### config.mk
export PLATFORM = sky130hd
export DESIGN_NAME = sevenseg_scan
export DESIGN_NICKNAME = d
export VERILOG_FILES = /design/src/rtl/sevenseg_pkg.sv /design/src/rtl/seg_decode.sv /design/src/rtl/sevenseg_scan.sv
export SDC_FILE = /design/constraint.sdc
export NUM_CORES = 1
export LEC_CHECK = 0
export ABC_AREA = 1
export CAP_MARGIN = 30
export CORE_ASPECT_RATIO = 0.7
export CORE_MARGIN = 3
export CORE_UTILIZATION = 60
export CTS_CLUSTER_SIZE = 8
export DETAILED_ROUTE_END_ITERATION = 8
export GPL_ROUTABILITY_DRIVEN = 0
export PLACE_DENSITY = 0.89
export SYNTH_ARGS = -nofsm -noshare
export SYNTH_HDL_FRONTEND = slang
export SYNTH_SLANG_ARGS = --single-unit
### constraint.sdc
create_clock -name clk -period 6.2 [get_ports clk]
set_clock_uncertainty 0.2 [all_clocks]
set_input_delay 1.55 -clock clk [delete_from_list [all_inputs] [get_ports clk]]
set_output_delay 1.55 -clock clk [all_outputs]
set_load 0.02 [all_outputs]
### src/rtl/sevenseg_pkg.sv
// Shared FSM state type and segment constants for the two-digit scan driver.
// Patterns are logical (1 = segment lit), bit order {g,f,e,d,c,b,a}.
package sevenseg_pkg;

    typedef enum logic [1:0] {
        StOnesOn,
        StGuardA,
        StTensOn,
        StGuardB
    } state_e;

    localparam logic [6:0] SEG_OFF  = 7'h00;
    localparam logic [6:0] SEG_DASH = 7'h40;

    // Index is the decimal digit; element 0 is the rightmost entry.
    localparam logic [9:0][6:0] DIGIT_PAT = {
        7'h6F, 7'h7F, 7'h07, 7'h7D, 7'h6D,
        7'h66, 7'h4F, 7'h5B, 7'h06, 7'h3F
    };

    function automatic logic is_on(input state_e s);
        return (s == StOnesOn) || (s == StTensOn);
    endfunction

endpackage

### src/rtl/seg_decode.sv
// Combinational BCD to logical seven-segment pattern; codes 10-15 show a dash.
module seg_decode
    import sevenseg_pkg::*;
(
    input  logic [3:0] bcd_i,
    output logic [6:0] pat_o
);

    always_comb begin
        pat_o = SEG_DASH;
        for (int i = 0; i < 10; i++) begin
            if (bcd_i == 4'(i)) pat_o = DIGIT_PAT[i];
        end
    end

endmodule

### src/rtl/sevenseg_scan.sv
// Two-digit multiplexed seven-segment driver with anode dead time between digits.
// Optional macro LEADING_ZERO_BLANK_EN keeps the tens anode off when the tens digit is 0.
module sevenseg_scan
    import sevenseg_pkg::*;
#(
    parameter int unsigned REFRESH_DIV  = 50000,
    parameter int unsigned GUARD_CYCLES = 16,
    parameter int unsigned ACTIVE_LOW   = 1
) (
    input  logic       clk,
    input  logic       rst,
    input  logic       load,
    input  logic [3:0] tens,
    input  logic [3:0] ones,
    input  logic       blank,
    output logic [6:0] seg,
    output logic [1:0] an,
    output logic       frame_tick
);

    localparam int unsigned CntMax = (REFRESH_DIV > GUARD_CYCLES) ? REFRESH_DIV : GUARD_CYCLES;
    localparam int unsigned CntW   = (CntMax > 1) ? $clog2(CntMax) : 1;
    localparam bit          HasGuard = (GUARD_CYCLES != 0);

    localparam logic [CntW-1:0] OnLoad    = CntW'(REFRESH_DIV - 1);
    localparam logic [CntW-1:0] GuardLoad = HasGuard ? CntW'(GUARD_CYCLES - 1) : '0;
    localparam state_e          ResetState = HasGuard ? StGuardB : StOnesOn;
    localparam logic [CntW-1:0] ResetCnt   = HasGuard ? GuardLoad : OnLoad;

    localparam logic [6:0] SegInv = (ACTIVE_LOW != 0) ? 7'h7F : 7'h00;
    localparam logic [1:0] AnInv  = (ACTIVE_LOW != 0) ? 2'b11 : 2'b00;

    state_e          state_q, state_d;
    logic [CntW-1:0] cnt_q, cnt_d;
    logic [7:0]      pend_q, pend_d;
    logic [7:0]      act_q, act_d;
    logic [6:0]      seg_q, seg_d;
    logic [1:0]      an_q, an_d;
    logic            frame_tick_q, frame_tick_d;

    logic       entering_on;
    logic [7:0] shown_pair;
    logic [3:0] digit;
    logic [6:0] pat;

    always_comb begin
        state_d = state_q;
        cnt_d   = cnt_q - CntW'(1);
        if (cnt_q == '0) begin
            case (state_q)
                StOnesOn: state_d = HasGuard ? StGuardA : StTensOn;
                StGuardA: state_d = StTensOn;
                StTensOn: state_d = HasGuard ? StGuardB : StOnesOn;
                default:  state_d = StOnesOn;
            endcase
            cnt_d = is_on(state_d) ? OnLoad : GuardLoad;
        end

        pend_d = load ? {tens, ones} : pend_q;

        // Snapshot on slot entry uses the pre-load pending value so a slot never tears.
        entering_on = (state_d != state_q) && is_on(state_d);
        act_d       = entering_on ? pend_q : act_q;
        shown_pair  = entering_on ? pend_q : act_q;
        digit       = (state_d == StTensOn) ? shown_pair[7:4] : shown_pair[3:0];
    end

    seg_decode u_seg_decode (
        .bcd_i (digit),
        .pat_o (pat)
    );

    always_comb begin
        logic [1:0] sel;
        sel = 2'b00;
        case (state_d)
            StOnesOn: sel = 2'b01;
            StTensOn: begin
                sel = 2'b10;
`ifdef LEADING_ZERO_BLANK_EN
                if (shown_pair[7:4] == 4'd0) sel = 2'b00;
`endif
            end
            default:  sel = 2'b00;
        endcase
        if (blank) sel = 2'b00;

        an_d         = sel ^ AnInv;
        seg_d        = (is_on(state_d) ? pat : SEG_OFF) ^ SegInv;
        frame_tick_d = (state_d == StOnesOn) && (state_q != StOnesOn);
    end

    always_ff @(posedge clk or posedge rst) begin
        if (rst) begin
            state_q      <= ResetState;
            cnt_q        <= ResetCnt;
            pend_q       <= '0;
            act_q        <= '0;
            seg_q        <= SEG_OFF ^ SegInv;
            an_q         <= AnInv;
            frame_tick_q <= 1'b0;
        end else begin
            state_q      <= state_d;
            cnt_q        <= cnt_d;
            pend_q       <= pend_d;
            act_q        <= act_d;
            seg_q        <= seg_d;
            an_q         <= an_d;
            frame_tick_q <= frame_tick_d;
        end
    end

    assign seg        = seg_q;
    assign an         = an_q;
    assign frame_tick = frame_tick_q;

endmodule

==> results.tsv <==
stage	metric	value	unit
run_status	run status	finished clean	
synth	share of synthesized registers carrying an async set or reset	1.00	
synth	simple-gate area share of the yosys netlist	0.347	
cts	count of buffers added by post-CTS timing repair for setup	0	
cts	number of clock sinks seen by CTS	44	
sta	setup TNS	0	ns
floorplanning	area of the core	3650	um2
cts	number of H-tree branching levels	2	
grt	pin count of the biggest net entering global routing	45	
synth	total standard cell area after synthesis	2360	um2
pwr	Leak	0.00135	uW
synth	Avg Synthesized Cell Area	8.70	um2
grt	total grt overflow	0	
cts	total clock buffers created by CTS	5	
sta	final cycle utilization of the critical path	0.507	
layout	proportion of layout cells with a drive suffix above 1	0.216	
floorplanning	die area	4730	um2
synth	Synth top area share	0.308	
detailed_routing	vias	1812	
cts	Bufs on Longest Clock Path	2	
hold_path	path type of the worst min-delay path	flip-flop to flip-flop	
critical_path	Critical Path AT	1.39	ns
floorplanning	row count	18	
grt	total global-route track usage	0.210	
critical_path	master of the slowest instance on the critical path	sky130_fd_sc_hd__clkdlybuf4s50_1	
layout	Diodes inserted	0	
synth	most common cell in the synthesized netlist	sky130_fd_sc_hd__nand2_1	
placed_design	total half-perimeter wirelength after legalization and detailed placement	3.04	mm
grt	via count of the first global-routing pass	1712	
layout	sequential cell area in the final layout	1120	um2
synth	XOR/XNOR share of the synthesized area	0.0260	
synth	number of nets produced by synthesis	287	
floorplanning	number of top-level design ports	22	
cts	clock tree root driver cell	sky130_fd_sc_hd__clkbuf_8	
sta	actual slew at the worst max-slew pin	0.531	ns
critical_path	critical setup path kind	flip-flop to output port	
placed_design	post-place instance area	2590	um2
critical_path	CP bufs+invs	1	
synth	area share of fa/ha/maj cells after synthesis	0.0212	
job	max_cap viols	0	
layout	area of all placed cells without fillers	2680	um2
critical_path	Worst setup SP type	flip-flop	
synth	post-synth cell types	33	
critical_path	worst setup path start	seg[2]	
critical_path	Setup crit end kind	output port	
synth	Post-synth top flop	sky130_fd_sc_hd__dfrtp_1	
critical_path	Max stage delay on crit path	0.59	ns
detailed_routing	DR WL/cell	12.2	um
cts	clock slew at the register clock pins of the worst setup and hold paths	0.08	ns
critical_path	required time reported for the critical path endpoint	4.45	ns
sta	achievable clock frequency	0.318	GHz
pwr	worst IR drop on VDD	0.000145	V
synth	synthesis-stage register bit count	44	
critical_path	Worst R2R Start	cnt_q[0]	
synth	sequential area share after synthesis	0.475	
sta	Pins Over Slew Limit	0	
synth	synthesis warning total	0	
detailed_routing	remaining antenna violation count after routing	0	
floorplanning	initial standard-cell utilization of the core	0.646	
synth	cell types with the largest area share after synthesis	sky130_fd_sc_hd__dfrtp_1 31%, sky130_fd_sc_hd__dfstp_2 17%, sky130_fd_sc_hd__nand2_1 8.9%, sky130_fd_sc_hd__nand3_1 6.4%, sky130_fd_sc_hd__inv_1 4.5%	
layout	area growth from synthesis to layout	13.5	%
synth	cell type with the highest aggregate area in the netlist	sky130_fd_sc_hd__dfrtp_1	
layout	filler cell count in the final layout	268	
layout	total number of nets in the final design	311	
detailed_routing	post-detailed-route via-to-cell ratio	5.24	
layout	Multi-input gate area	1070	um2
critical_path	crit-path max FO	1	
cts	Resized cells post-CTS	0	
sta	# setup viols final	0	
cts	clock latency of the later-clocked register in the worst-skew pair	0.29	ns
detailed_routing	remaining design rule violation count	0	
floorplanning	vertical die dimension	58.4	um
detailed_routing	number of violations reported at the end of detailed-routing iteration 0	166	
sta	RSZ-0062 raised after global routing	no	
critical_path	cell chain of the critical path	clkdlybuf4s50_1	
synth	compound-gate portion of the synthesized area	0.0510	
pwr	Power Dens Cells	213	nW/um2
detailed_routing	detailed-router iteration count before antenna repair	5	
critical_path	family with the most delay on the worst path	buffers and inverters	
floorplanning	Die X-Extent	80.9	um
sta	Rel. slew slack	0.646	
synth	most frequent cells after synthesis	56 x sky130_fd_sc_hd__nand2_1, 30 x sky130_fd_sc_hd__nand3_1, 29 x sky130_fd_sc_hd__dfrtp_1	
sta	shortest period the worst path allows	3.14	ns
cts	CTS tree	built	
synth	dominant combinational cell family by area after synthesis	simple AND/OR/NAND/NOR gates	
grt	antenna violations before repair	0	
sta	final count of hold timing violations	0	
cts	hold-fix buffers at CTS	0	
grt	wire length of the first global-routing pass	7.62	mm
placed_design	number of port buffers	21	
synth	multiplexer share of the synthesized area	0.00955	
detailed_routing	Total Routed Length	4.21	mm
hold_path	Worst Min Path Start	cnt_q[0]	
synth	number of instances in the synthesized netlist	271	
synth	EDFF count, synth	0	
==> worst register-to-register path, cell delays in order (launching register included) <==
cell and delay (ns):
sky130_fd_sc_hd__dfstp_2 0.38, sky130_fd_sc_hd__inv_1 0.09, sky130_fd_sc_hd__ha_1 0.18, sky130_fd_sc_hd__nand2_1 0.07, sky130_fd_sc_hd__nor2_2 0.21, sky130_fd_sc_hd__nand2_4 0.13, sky130_fd_sc_hd__clkinv_4 0.10, sky130_fd_sc_hd__nand2_4 0.08
sky130_fd_sc_hd__nand2_2 0.34, sky130_fd_sc_hd__inv_2 0.18, sky130_fd_sc_hd__nor2_8 0.23, sky130_fd_sc_hd__inv_4 0.09, sky130_fd_sc_hd__nand3_1 0.10, sky130_fd_sc_hd__nand2_2 0.11, sky130_fd_sc_hd__nor2_2 0.15, sky130_fd_sc_hd__nand3_2 0.10
sky130_fd_sc_hd__nand3_1 0.08, sky130_fd_sc_hd__nand2_1 0.06
==> where the power goes <==
group          switching [uW]  total (uW)  internal, uW
Combinational            48.7        85.4          36.8
Clock                    89.4         168          79.1
Sequential               6.33         316           310
==> routing by layer <==
layer	vias up	part of all wire	track usage
li1	919	-	-
met1	839	0.49	0.302
met2	52	0.44	0.319
met3	2	0.057	0.0505
met4	0	0.0043	0.0602
met5	-	0	0
==> state kept, by name, indices dropped and copies added, names as in the netlist <==
| register | flops |
|---|---|
| state_q | 2 |
| an | 2 |
| pend_q | 8 |
| seg | 7 |
| act_q | 8 |
| cnt_q | 16 |
| frame_tick | 1 |
==> cell families after synthesis <==
kind of cell               count (synthesis)
and+or+nand+nor                          158
DFF                                       44
buffers and inverters                     36
AOI/OAI and AO/OA                         20
xor gates and xnor gates                   7
adders and majority gates                  4
muxes                                      2
==> final timing paths <==
path                             end  slack [ns]  cells after the start
max                           seg[2]        3.06                      1
min                         cnt_q[0]        0.27                      1
max reg2reg                   seg[3]        3.25                     17
min reg2reg                 cnt_q[0]        0.27                      1
max in group asynchronous      an[1]        3.93                      3
min in group asynchronous  cnt_q[13]        1.48                      3
==> cell type report <==
type	count	share of cell area
multi-input cells	191	0.400
repair buffers	22	0.0813
well taps	50	0.0234
clock buffers	7	0.0285
flip-flops and latches	44	0.418
inverters	31	0.0463
clock inverters	1	0.00187
==> through the flow <==
stage                     setup slack [ns]  cells  utilization  hold WS, ns  power (uW)
after floorplan                       3.44    271            -        0.229         375
after global placement                3.27    338        0.711        0.240         404
after detailed placement              3.23    338        0.711        0.243         407
after CTS                             3.04    346        0.734        0.268         573
after global routing                  2.99    346        0.734        0.279         599
final                                 3.06    346        0.734        0.266         570
==> layout by cell type, fill, tap and decap left out, types with 2 or more instances in the layout <==
cell type                         netlist  layout
sky130_fd_sc_hd__a21oi_1                4       4
sky130_fd_sc_hd__and2_1                 2       2
sky130_fd_sc_hd__clkbuf_1               1       2
sky130_fd_sc_hd__clkbuf_8               0       5
sky130_fd_sc_hd__clkdlybuf4s50_1        0      21
sky130_fd_sc_hd__dfrtp_1               29      29
sky130_fd_sc_hd__dfstp_2               15      15
sky130_fd_sc_hd__ha_1                   4       4
sky130_fd_sc_hd__inv_1                 28      28
sky130_fd_sc_hd__mux2_2                 2       2
sky130_fd_sc_hd__nand2_1               56      56
sky130_fd_sc_hd__nand2_2               16      16
sky130_fd_sc_hd__nand2_4                5       5
sky130_fd_sc_hd__nand3_1               30      30
sky130_fd_sc_hd__nand3_2                7       7
sky130_fd_sc_hd__nand4_1                4       4
sky130_fd_sc_hd__nor2_1                23      23
sky130_fd_sc_hd__nor2_2                 5       5
sky130_fd_sc_hd__nor3_1                 5       5
sky130_fd_sc_hd__nor4_1                 3       3
sky130_fd_sc_hd__o21ai_0               11      11
sky130_fd_sc_hd__xnor2_1                2       2
sky130_fd_sc_hd__xor2_1                 5       5
Power figures use the tool's default switching activity.
